## src/rtl/rc5_key_expand_if.sv

```systemverilog
// Request/status/read-port bundle between the RC5-16 key-schedule engine and its users.
interface rc5_key_expand_if;
    logic         start;
    logic [4:0]   num_rounds;
    logic [127:0] key;
    logic         busy;
    logic         done;
    logic         err;
    logic         valid;
    logic [6:0]   t_words;
    logic [5:0]   s_rd_addr;
    logic [15:0]  s_rd_data;

    modport master (
        output start, num_rounds, key, s_rd_addr,
        input  busy, done, err, valid, t_words, s_rd_data
    );

    modport slave (
        input  start, num_rounds, key, s_rd_addr,
        output busy, done, err, valid, t_words, s_rd_data
    );
endinterface

```

## src/rtl/rc5_key_expand.sv

```systemverilog
// RC5-16/r/16 key schedule: expands a 128-bit key into S[0..t-1] and serves it
// through an asynchronous read port to the round datapath.
module rc5_key_expand (
    input  logic             clk,
    input  logic             rst,
    rc5_key_expand_if.slave  bus
);

    localparam int unsigned W       = 16;
    localparam logic [W-1:0] P_CONST = 16'hB7E1;
    localparam logic [W-1:0] Q_CONST = 16'h9E37;
    localparam int unsigned MAX_T   = 64;
    localparam int unsigned C_WORDS = 8;
    localparam int unsigned AW      = 6;
    localparam int unsigned TW      = 7;
    localparam int unsigned NW      = 8;

    typedef enum logic [1:0] {
        IDLE = 2'd0,
        INIT = 2'd1,
        MIX  = 2'd2,
        DONE = 2'd3
    } state_t;

    state_t         state_q, state_d;
    logic           busy_q, busy_d;
    logic           done_q, done_d;
    logic           err_q, err_d;
    logic           valid_q, valid_d;
    logic [TW-1:0]  t_words_q, t_words_d;

    logic [TW-1:0]  t_lat_q;
    logic [AW-1:0]  k_q;
    logic [AW-1:0]  i_q;
    logic [2:0]     j_q;
    logic [NW-1:0]  n_q;
    logic [W-1:0]   a_q, b_q;
    logic [W-1:0]   init_val_q;

    logic [W-1:0]   s_mem [MAX_T];
    logic [W-1:0]   l_mem [C_WORDS];

    logic           accept;
    logic           rounds_zero;
    logic           init_last;
    logic           mix_last;
    logic [8:0]     t_x3;
    logic [NW-1:0]  n_last;
    logic [AW-1:0]  i_next;
    logic [W-1:0]   sum_a, a_new, ab_sum, sum_b, b_new;

    // Left rotate by 0..15; the doubled word makes rotate-by-zero fall out naturally.
    function automatic logic [W-1:0] rotl(input logic [W-1:0] x, input logic [3:0] amt);
        logic [2*W-1:0] d;
        d = {x, x} << amt;
        return d[2*W-1:W];
    endfunction

    // Control decodes and the single-cycle mixing step (a' feeds b' in the same cycle).
    always_comb begin
        accept      = (state_q == IDLE) && bus.start;
        rounds_zero = (bus.num_rounds == 5'd0);
        init_last   = ({1'b0, k_q} == (t_lat_q - 7'd1));
        t_x3        = 9'(t_lat_q) * 9'd3;
        n_last      = (t_lat_q < 7'd8) ? 8'd23 : 8'(t_x3 - 9'd1);
        mix_last    = (n_q == n_last);
        i_next      = (({1'b0, i_q} + 7'd1) == t_lat_q) ? '0 : i_q + 6'd1;
        sum_a       = s_mem[i_q] + a_q + b_q;
        a_new       = {sum_a[W-4:0], sum_a[W-1:W-3]};
        ab_sum      = a_new + b_q;
        sum_b       = l_mem[j_q] + ab_sum;
        b_new       = rotl(sum_b, ab_sum[3:0]);
    end

    // Next-state and registered-output targets.
    always_comb begin
        state_d   = state_q;
        done_d    = 1'b0;
        err_d     = err_q;
        valid_d   = valid_q;
        t_words_d = t_words_q;
        unique case (state_q)
            IDLE: begin
                if (bus.start) begin
                    err_d     = 1'b0;
                    valid_d   = 1'b0;
                    t_words_d = '0;
                    if (rounds_zero) begin
                        done_d = 1'b1;
                        err_d  = 1'b1;
                    end else begin
                        state_d = INIT;
                    end
                end
            end
            INIT: begin
                if (init_last) state_d = MIX;
            end
            MIX: begin
                if (mix_last) state_d = DONE;
            end
            DONE: begin
                done_d    = 1'b1;
                valid_d   = 1'b1;
                t_words_d = t_lat_q;
                state_d   = IDLE;
            end
            default: state_d = IDLE;
        endcase
        busy_d = (state_d == INIT) || (state_d == MIX);
    end

    // State and status registers.
    always_ff @(posedge clk or negedge rst) begin
        if (!rst) begin
            state_q   <= IDLE;
            busy_q    <= 1'b0;
            done_q    <= 1'b0;
            err_q     <= 1'b0;
            valid_q   <= 1'b0;
            t_words_q <= '0;
        end else begin
            state_q   <= state_d;
            busy_q    <= busy_d;
            done_q    <= done_d;
            err_q     <= err_d;
            valid_q   <= valid_d;
            t_words_q <= t_words_d;
        end
    end

    // Expansion working registers: latched t, counters, A/B and the INIT progression.
    always_ff @(posedge clk or negedge rst) begin
        if (!rst) begin
            t_lat_q    <= '0;
            k_q        <= '0;
            i_q        <= '0;
            j_q        <= '0;
            n_q        <= '0;
            a_q        <= '0;
            b_q        <= '0;
            init_val_q <= '0;
        end else begin
            unique case (state_q)
                IDLE: begin
                    if (accept && !rounds_zero) begin
                        t_lat_q    <= {1'b0, bus.num_rounds, 1'b0} + 7'd2;
                        k_q        <= '0;
                        init_val_q <= P_CONST;
                    end
                end
                INIT: begin
                    k_q        <= k_q + 6'd1;
                    init_val_q <= init_val_q + Q_CONST;
                    if (init_last) begin
                        a_q <= '0;
                        b_q <= '0;
                        i_q <= '0;
                        j_q <= '0;
                        n_q <= '0;
                    end
                end
                MIX: begin
                    a_q <= a_new;
                    b_q <= b_new;
                    i_q <= i_next;
                    j_q <= j_q + 3'd1;
                    n_q <= n_q + 8'd1;
                end
                default: ;
            endcase
        end
    end

    // S and L storage; contents are meaningless until valid so they carry no reset.
    always_ff @(posedge clk) begin
        if (accept) begin
            for (int unsigned m = 0; m < C_WORDS; m++) begin
                l_mem[m] <= bus.key[W*m +: W];
            end
        end
        if (state_q == INIT) begin
            s_mem[k_q] <= init_val_q;
        end
        if (state_q == MIX) begin
            s_mem[i_q] <= a_new;
            l_mem[j_q] <= b_new;
        end
    end

    assign bus.busy      = busy_q;
    assign bus.done      = done_q;
    assign bus.err       = err_q;
    assign bus.valid     = valid_q;
    assign bus.t_words   = t_words_q;
    assign bus.s_rd_data = (valid_q && ({1'b0, bus.s_rd_addr} < t_words_q))
                           ? s_mem[bus.s_rd_addr] : '0;

endmodule

```

## src/flat_wrapper.sv

```systemverilog
// flat-port wrapper written by rule: the top's interface ports become plain ports
module rc5_key_expand_flat 
  (clk, rst, bus_start, bus_num_rounds, bus_key, bus_s_rd_addr, bus_busy, bus_done, bus_err, bus_valid, bus_t_words, bus_s_rd_data);
  rc5_key_expand_if bus_i ();
  input  logic clk;
  input  logic rst;
  input wire logic [$bits(bus_i.start)-1:0] bus_start;
  input wire logic [$bits(bus_i.num_rounds)-1:0] bus_num_rounds;
  input wire logic [$bits(bus_i.key)-1:0] bus_key;
  input wire logic [$bits(bus_i.s_rd_addr)-1:0] bus_s_rd_addr;
  output wire logic [$bits(bus_i.busy)-1:0] bus_busy;
  output wire logic [$bits(bus_i.done)-1:0] bus_done;
  output wire logic [$bits(bus_i.err)-1:0] bus_err;
  output wire logic [$bits(bus_i.valid)-1:0] bus_valid;
  output wire logic [$bits(bus_i.t_words)-1:0] bus_t_words;
  output wire logic [$bits(bus_i.s_rd_data)-1:0] bus_s_rd_data;
  assign bus_i.start = bus_start;
  assign bus_i.num_rounds = bus_num_rounds;
  assign bus_i.key = bus_key;
  assign bus_i.s_rd_addr = bus_s_rd_addr;
  assign bus_busy = bus_i.busy;
  assign bus_done = bus_i.done;
  assign bus_err = bus_i.err;
  assign bus_valid = bus_i.valid;
  assign bus_t_words = bus_i.t_words;
  assign bus_s_rd_data = bus_i.s_rd_data;
  rc5_key_expand u_core (.clk(clk), .rst(rst), .bus(bus_i));
endmodule
```

## config.mk

```make
export PLATFORM = sky130hd
export DESIGN_NAME = rc5_key_expand_flat
export DESIGN_NICKNAME = d
export VERILOG_FILES = /design/src/rtl/rc5_key_expand_if.sv /design/src/rtl/rc5_key_expand.sv /design/src/flat_wrapper.sv
export SDC_FILE = /design/constraint.sdc
export NUM_CORES = 2
export LEC_CHECK = 0
export ABC_CLOCK_PERIOD_IN_PS = 9100
export BUFFER_PORTS_ARGS = -buffer_cell sky130_fd_sc_hd__buf_2
export CAP_MARGIN = 20
export CORE_MARGIN = 3
export CORE_UTILIZATION = 50
export DETAILED_ROUTE_END_ITERATION = 16
export PLACE_DENSITY = 0.69
export SYNTH_ARGS = -nofsm -noshare
export SYNTH_HDL_FRONTEND = slang
export SYNTH_SLANG_ARGS = --single-unit
```

## constraint.sdc

```tcl
create_clock -name clk -period 9.1 [get_ports clk]
set_input_delay 0.91 -clock clk [delete_from_list [all_inputs] [get_ports clk]]
set_output_delay 0.91 -clock clk [all_outputs]
set_load 0.01 [all_outputs]
```

# --- Word-level counts from Yosys, hierarchy flattened ---
# Memories as Yosys holds them, arrays and structs flattened.
# Cells that the tools add are included.
classes:
  n_reduce_logical: 17
  n_mux: 40
  n_eq_ne: 11
  n_mul: 1
  add_sub_neg: 13
  magnitude_cmp: 2
  shifts: 1
op_table:
  columns: ["operator", "n"]
  rows:
  - ["case mux 16 bit (2 select lines)", 3]
  - ["2-to-1 mux 16 bit", 5]
  - ["adder 16 bit", 4]
  - ["OR reduction 16 bit", 2]
  - ["<< shifter 32 x 4 -> 32 bit", 1]
  - ["2-to-1 mux 6 bit", 4]
  - ["case mux 6 bit (2 select lines)", 2]
  - ["adder 16 bit, second input constant", 1]
  - ["2-to-1 mux 8 bit", 2]
  - ["case mux 8 bit (2 select lines)", 1]
  - ["case mux 7 bit (2 select lines)", 1]
  - ["adder 6 x 1 -> 6 bit, second input constant", 2]
  - ["2-to-1 mux 1 bit", 11]
  - ["AND reduction 2 bit", 5]
  - ["adder 8 x 1 -> 8 bit, second input constant", 1]
  - ["== test 8 bit", 1]
  - ["multiplier 7 x 2 -> 8 bit, second input constant", 1]
  - ["2-to-1 mux 2 bit", 4]
  - ["case mux 2 bit (4 select lines)", 1]
  - ["subtractor 8 x 1 -> 8 bit, second input constant", 1]
  - ["adder 6 x 1 -> 7 bit, second input constant", 1]
  - ["adder 6 x 2 -> 7 bit, second input constant", 1]
  - ["== test 6 x 7 -> 1 bit", 1]
  - ["== test 7 bit", 1]
  - ["other kinds (18)", 28]
totals:
  ram_bits: 1152
  wordCells: 101
  input_bits: 142
  register_bits: 91
  out_inout_bits: 27
  mem_count: 2
memory_table:
  columns: ["name", "depth", "word_bits", "rd", "rd_clocked_by_memory_dff", "wr", "line_no", "source"]
  rows:
  - ["u_core.s_mem", 64, 16, 2, 0, 1, "rc5_key_expand.sv:40", "logic [W-1:0] s_mem [MAX_T];"]
  - ["u_core.l_mem", 8, 16, 1, 0, 8, "rc5_key_expand.sv:41", "logic [W-1:0] l_mem [C_WORDS];"]

# --- Longest topological paths before layout ---
logic_depth:
  depth_word: 8
  mapped_depth: 41
  mapped_depth_nobuf: 36

# --- Least setup slack after synthesis ---
# Ideal clock, no wire load.
synth_timing:
  path_type: "register to register"
  start: "reg u_core.i_q[1]"
  end: "mem u_core.l_mem[3][4] (data pin)"
  path_stages_with_launch: 41
  required_ns: 8.955
  n_path_buf: 6
  setup_ns: 0.145
  synth_period_minus_slack_ns: 10.093
  t_arrival_ns: 9.948
  path_slack_ns: -0.993
  cell_sequence: "dfrtp_1 > clkbuf_1 > clkbuf_1 > clkbuf_1 > clkbuf_1 > clkbuf_1 > mux4_2 > mux4_2 > mux4_2 > fa_1 > ha_1 > fa_1 > a21o_1 > a21oi_1 > o21bai_1 > a21oi_1 > o21bai_1 > a211oi_1 > [5 not listed] > o21bai_1 > a21oi_1 > o21bai_1 > a211oi_1 > o21ai_0 > nand2_1 > xnor2_1 > ha_1 > clkbuf_1 > and2_1 > and3_1 > a221o_1 > a31oi_1 > xnor2_1 > xnor3_4 > a2111oi_4 > o21ai_2 > o21ai_1"
synth_rtl:
  columns: ["item", "line_no", "source"]
  rows:
  - ["start: declaration", "rc5_key_expand.sv:34", "logic [AW-1:0] i_q;"]
  - ["start signal: assignment", "rc5_key_expand.sv:166", "i_q <= i_next;"]
  - ["end: declaration", "rc5_key_expand.sv:41", null]

==> reports/metrics.cfg <==
[status]
status = finished with violations
violations = setup timing

[clocking]
post_cts_hold_buffer_count = 0
number_of_buffers_on_the_longest_clock_path = 3
cts_tree = done
clock_tree.root_cell = clkbuf_16
htree_num_levels = 4
clock_sinks = 1241
clk-insertion-delay-late_ns = 0.76
cts_made_buffers = 133
cts.reportedPaths.clkPinSlew_ns = 0.06

[worst_setup_path]
ff2ff_path_depth = 42
timing.rr.end = u_core.l_mem[4][4]
critical_path.endpoint_type = flop
crit_path_start = u_core.i_q[0]
required_time_at_the_endpoint_of_the_critical_path_ns = 9.69
ff_to_ff_start = u_core.i_q[0]
timing.critical_path.from_type = flop
worst_setup_path_endpoint = u_core.l_mem[4][4]
cp_max_fo = 6
critical_path.most_common_cell = o21bai_1
worstPathArrival_ns = 9.97
worst_path_max_delay_cell = mux4_2
critPathMaxStageDelay_ns = 0.60
timing_worst_setup_path_type = flop to flop
setup.reg_to_reg.worst_slack_ns = -0.28

[sta]
setup_viol = 141
grt_setup_unrepaired = yes
setup_slack_ns = -0.2824
fmax_mhz = 106.6
fin_hold_ws_ns = 0.07899
clock_skew_ns = 0.02344
slew_of_the_pin_with_the_lowest_slew_margin_ns = 1.142
finalSetupTns_ns = -18.62
period_minus_slack_ns = 9.382
hold_viol_final = 0
final-max-slew-violation-count = 0
period_share = 1.031
relSlewSlack = 0.2386

[power]
comb_power_share = 0.543
net-switching-power_mw = 11.29
power.leakage_nw = 24.23
pwr_density_cell_nw_per_um2 = 378.7
peakVddDrop_mv = 0.6476
clk_pwr_share = 0.188
p_total_mw = 27.59
internal_power_mw = 16.30
power.share.switching = 0.4093
share_seq_of_total_power = 0.269

[layout]
final_cells = 5630
n_fill_cell = 8743
layout.cells.most_common_list = 1152 x edfxtp_1, 712 x mux4_2, 262 x nand2_1
final_layout_size_suffix_gt1_frac = 0.4194
fin_nets = 4132
finalInstanceArea_um2 = 72850
syn_to_final_growth_pct = 17.50
final_common_cell = edfxtp_1
final_core_utilization = 0.5946

[synthesis]
postSynthCellCount = 3521
synth.distinct_cells = 83
ys_warn_count = 0
synthesized_area_per_cell_um2 = 17.61
synth_area_um2 = 62000
ys_seq_elements = 1241
synth-main-ff-cell = edfxtp_1
asyncSetResetFlopFracSynth = 0.07172
number_of_enable_type_register_cells_in_the_synthesized_netlist = 1152
ys_seq_area_frac = 0.5939
synthesized_net_count = 3753

[grt]
initial_antenna_violation_count = 18
grt_max_degree = 135
grt-ovfl-total = 0
wire_length_of_the_first_global_routing_pass_um = 262000
combined_global_route_utilization_of_all_metal_layers = 0.2872
first_global_vias = 37050

[route]
route.detailed.drc = 0
wl_um = 185700
drt_pre_antenna_iters = 6
via_per_inst = 6.856
drt_iter0_drc = 5715
drt-wirelength-per-cell_um = 32.98
antenna_viol_nets_final = 0
route.vias.total = 38600

[floorplanning]
starting_density_of_the_core = 0.5060
die_area_um2 = 128300
dieWidth_um = 358.1
die_height_um = 358.1
placementRows = 128
io_pins = 169
coreArea_um2 = 122500

[placed_design]
numPlacedInstances = 5307
dpl.hpwl_um = 115000
detailedPlace.worstSlack_ns = -0.3786
detailed_place.area_um2 = 66640
place.port_buffers = 167
gp_congestion = 0.9114

[hold_path]
hold_path.class = input pin to asynchronous set/reset pin

[flow_run]
max-cap-violations = 0

==> logic make-up after synthesis <==
kind of cell	after synthesis	share of synthesized area
adder cells (fa/ha/maj)	90	0.02034
AND/OR/NAND/NOR	571	0.04044
flip-flops	1241	0.5939
AO/OA/AOI/OAI	430	0.04547
multiplexers	753	0.2659
buffers and inverters	350	0.02151
other	1	0.00006048
XOR/XNOR	85	0.01241
==> synth_stat cells, types with 5 or more instances <==
master    instances  area share
a211o_1           6     0.00085
a211oi_1          9      0.0011
a21o_1           15      0.0018
a21oi_1          48      0.0039
a22oi_1          10      0.0012
and2_1            8     0.00081
and3_1           10      0.0010
buf_1            69      0.0042
clkbuf_1        163      0.0099
dfrtp_1          89       0.036
edfxtp_1       1152        0.56
fa_1             18      0.0058
ha_1             72       0.015
inv_1           107      0.0065
mux2_2           21      0.0038
mux2i_1          19      0.0031
mux4_2          712        0.26
nand2_1         265       0.016
nand2b_1         11      0.0011
nand3_1          46      0.0037
nand4_1          13      0.0013
nor2_1          141      0.0085
nor2b_1          24      0.0024
nor3_1           25      0.0020
nor4_1            6     0.00061
o211ai_1         15      0.0018
o21a_1            5     0.00061
o21ai_0         156       0.013
o21ai_1          59      0.0048
o21ai_2           7     0.00099
o21bai_1         11      0.0013
o31ai_1          22      0.0027
or3_1             9     0.00091
xnor2_1          47      0.0066
xor2_1           36      0.0051
==> worst max-delay path: cells and delay by family (launching register included) <==
| family | cells | cell delay, ns |
|---|---|---|
| flops | 1 | 0.51 |
| fa+ha+maj | 4 | 1.31 |
| xor+xnor | 4 | 1.10 |
| compound gates | 18 | 3.01 |
| simple gates | 3 | 0.32 |
| mux | 3 | 1.59 |
| buf+inv | 10 | 1.35 |
==> per-layer routing <==
layer / up-vias / track usage / share of wire
met5: - / 0 / 0.00040
met2: 2564 / 0.4404 / 0.47
met4: 12 / 0.1187 / 0.046
li1: 15380 / - / -
met3: 461 / 0.06688 / 0.12
met1: 20180 / 0.4011 / 0.37
==> power by group through the flow <==
stage / logic (mW) / clock network (mW) / registers (mW)
3_5_place_dp: 11.1 / 0 / 7.53
5_1_grt: 15.7 / 5.48 / 7.44
2_1_floorplan: 6.96 / 0 / 7.52
3_3_place_gp: 11.0 / 0 / 7.52
6_report: 15.0 / 5.18 / 7.42
4_1_cts: 12.0 / 5.26 / 7.41
==> how the worst min path moves through the flow <==
stage	end	slack, ns
floorplan	u_core.a_q[10]	0.45
global placement	u_core.a_q[3]	0.47
detailed placement	u_core.a_q[11]	0.47
CTS	u_core.b_q[7]	0.03
global route	u_core.b_q[7]	0.07
finish	u_core.b_q[7]	0.08
==> sequential cells by signal (all words and copies together) (netlist names) <==
name                flops
u_core.b_q             16
u_core.state_q          2
u_core.k_q              6
u_core.init_val_q      16
u_core.i_q              6
u_core.j_q              3
u_core.s_mem         1024
u_core.a_q             16
u_core.bus.busy         1
u_core.bus.valid        1
u_core.bus.err          1
u_core.bus.done         1
u_core.l_mem          128
u_core.t_lat_q          6
u_core.bus.t_words      6
u_core.n_q              8
==> what timing repair did <==
item                                    CTS  global route
setup buffers                            18            51
resized for setup                        41           266
endpoints found under the setup margin  144           144
gates cloned                              9             8
pin swaps                                27           107
==> layout make-up <==
| type | count | area [um2] | share of cell area |
|---|---|---|---|
| clock buffer | 168 | 3552 | 0.04876 |
| inverter | 111 | 416.7 | 0.005719 |
| clock inverter | 66 | 545.5 | 0.007488 |
| antenna | 6 | 15.01 | 0.0002061 |
| sequential | 1241 | 36840 | 0.5056 |
| timing repair buffer | 476 | 4156 | 0.05705 |
| tap | 1625 | 2033 | 0.02791 |
| multi-input combinational | 1937 | 25300 | 0.3472 |
Note: power is estimated with default switching activity, not from simulation.
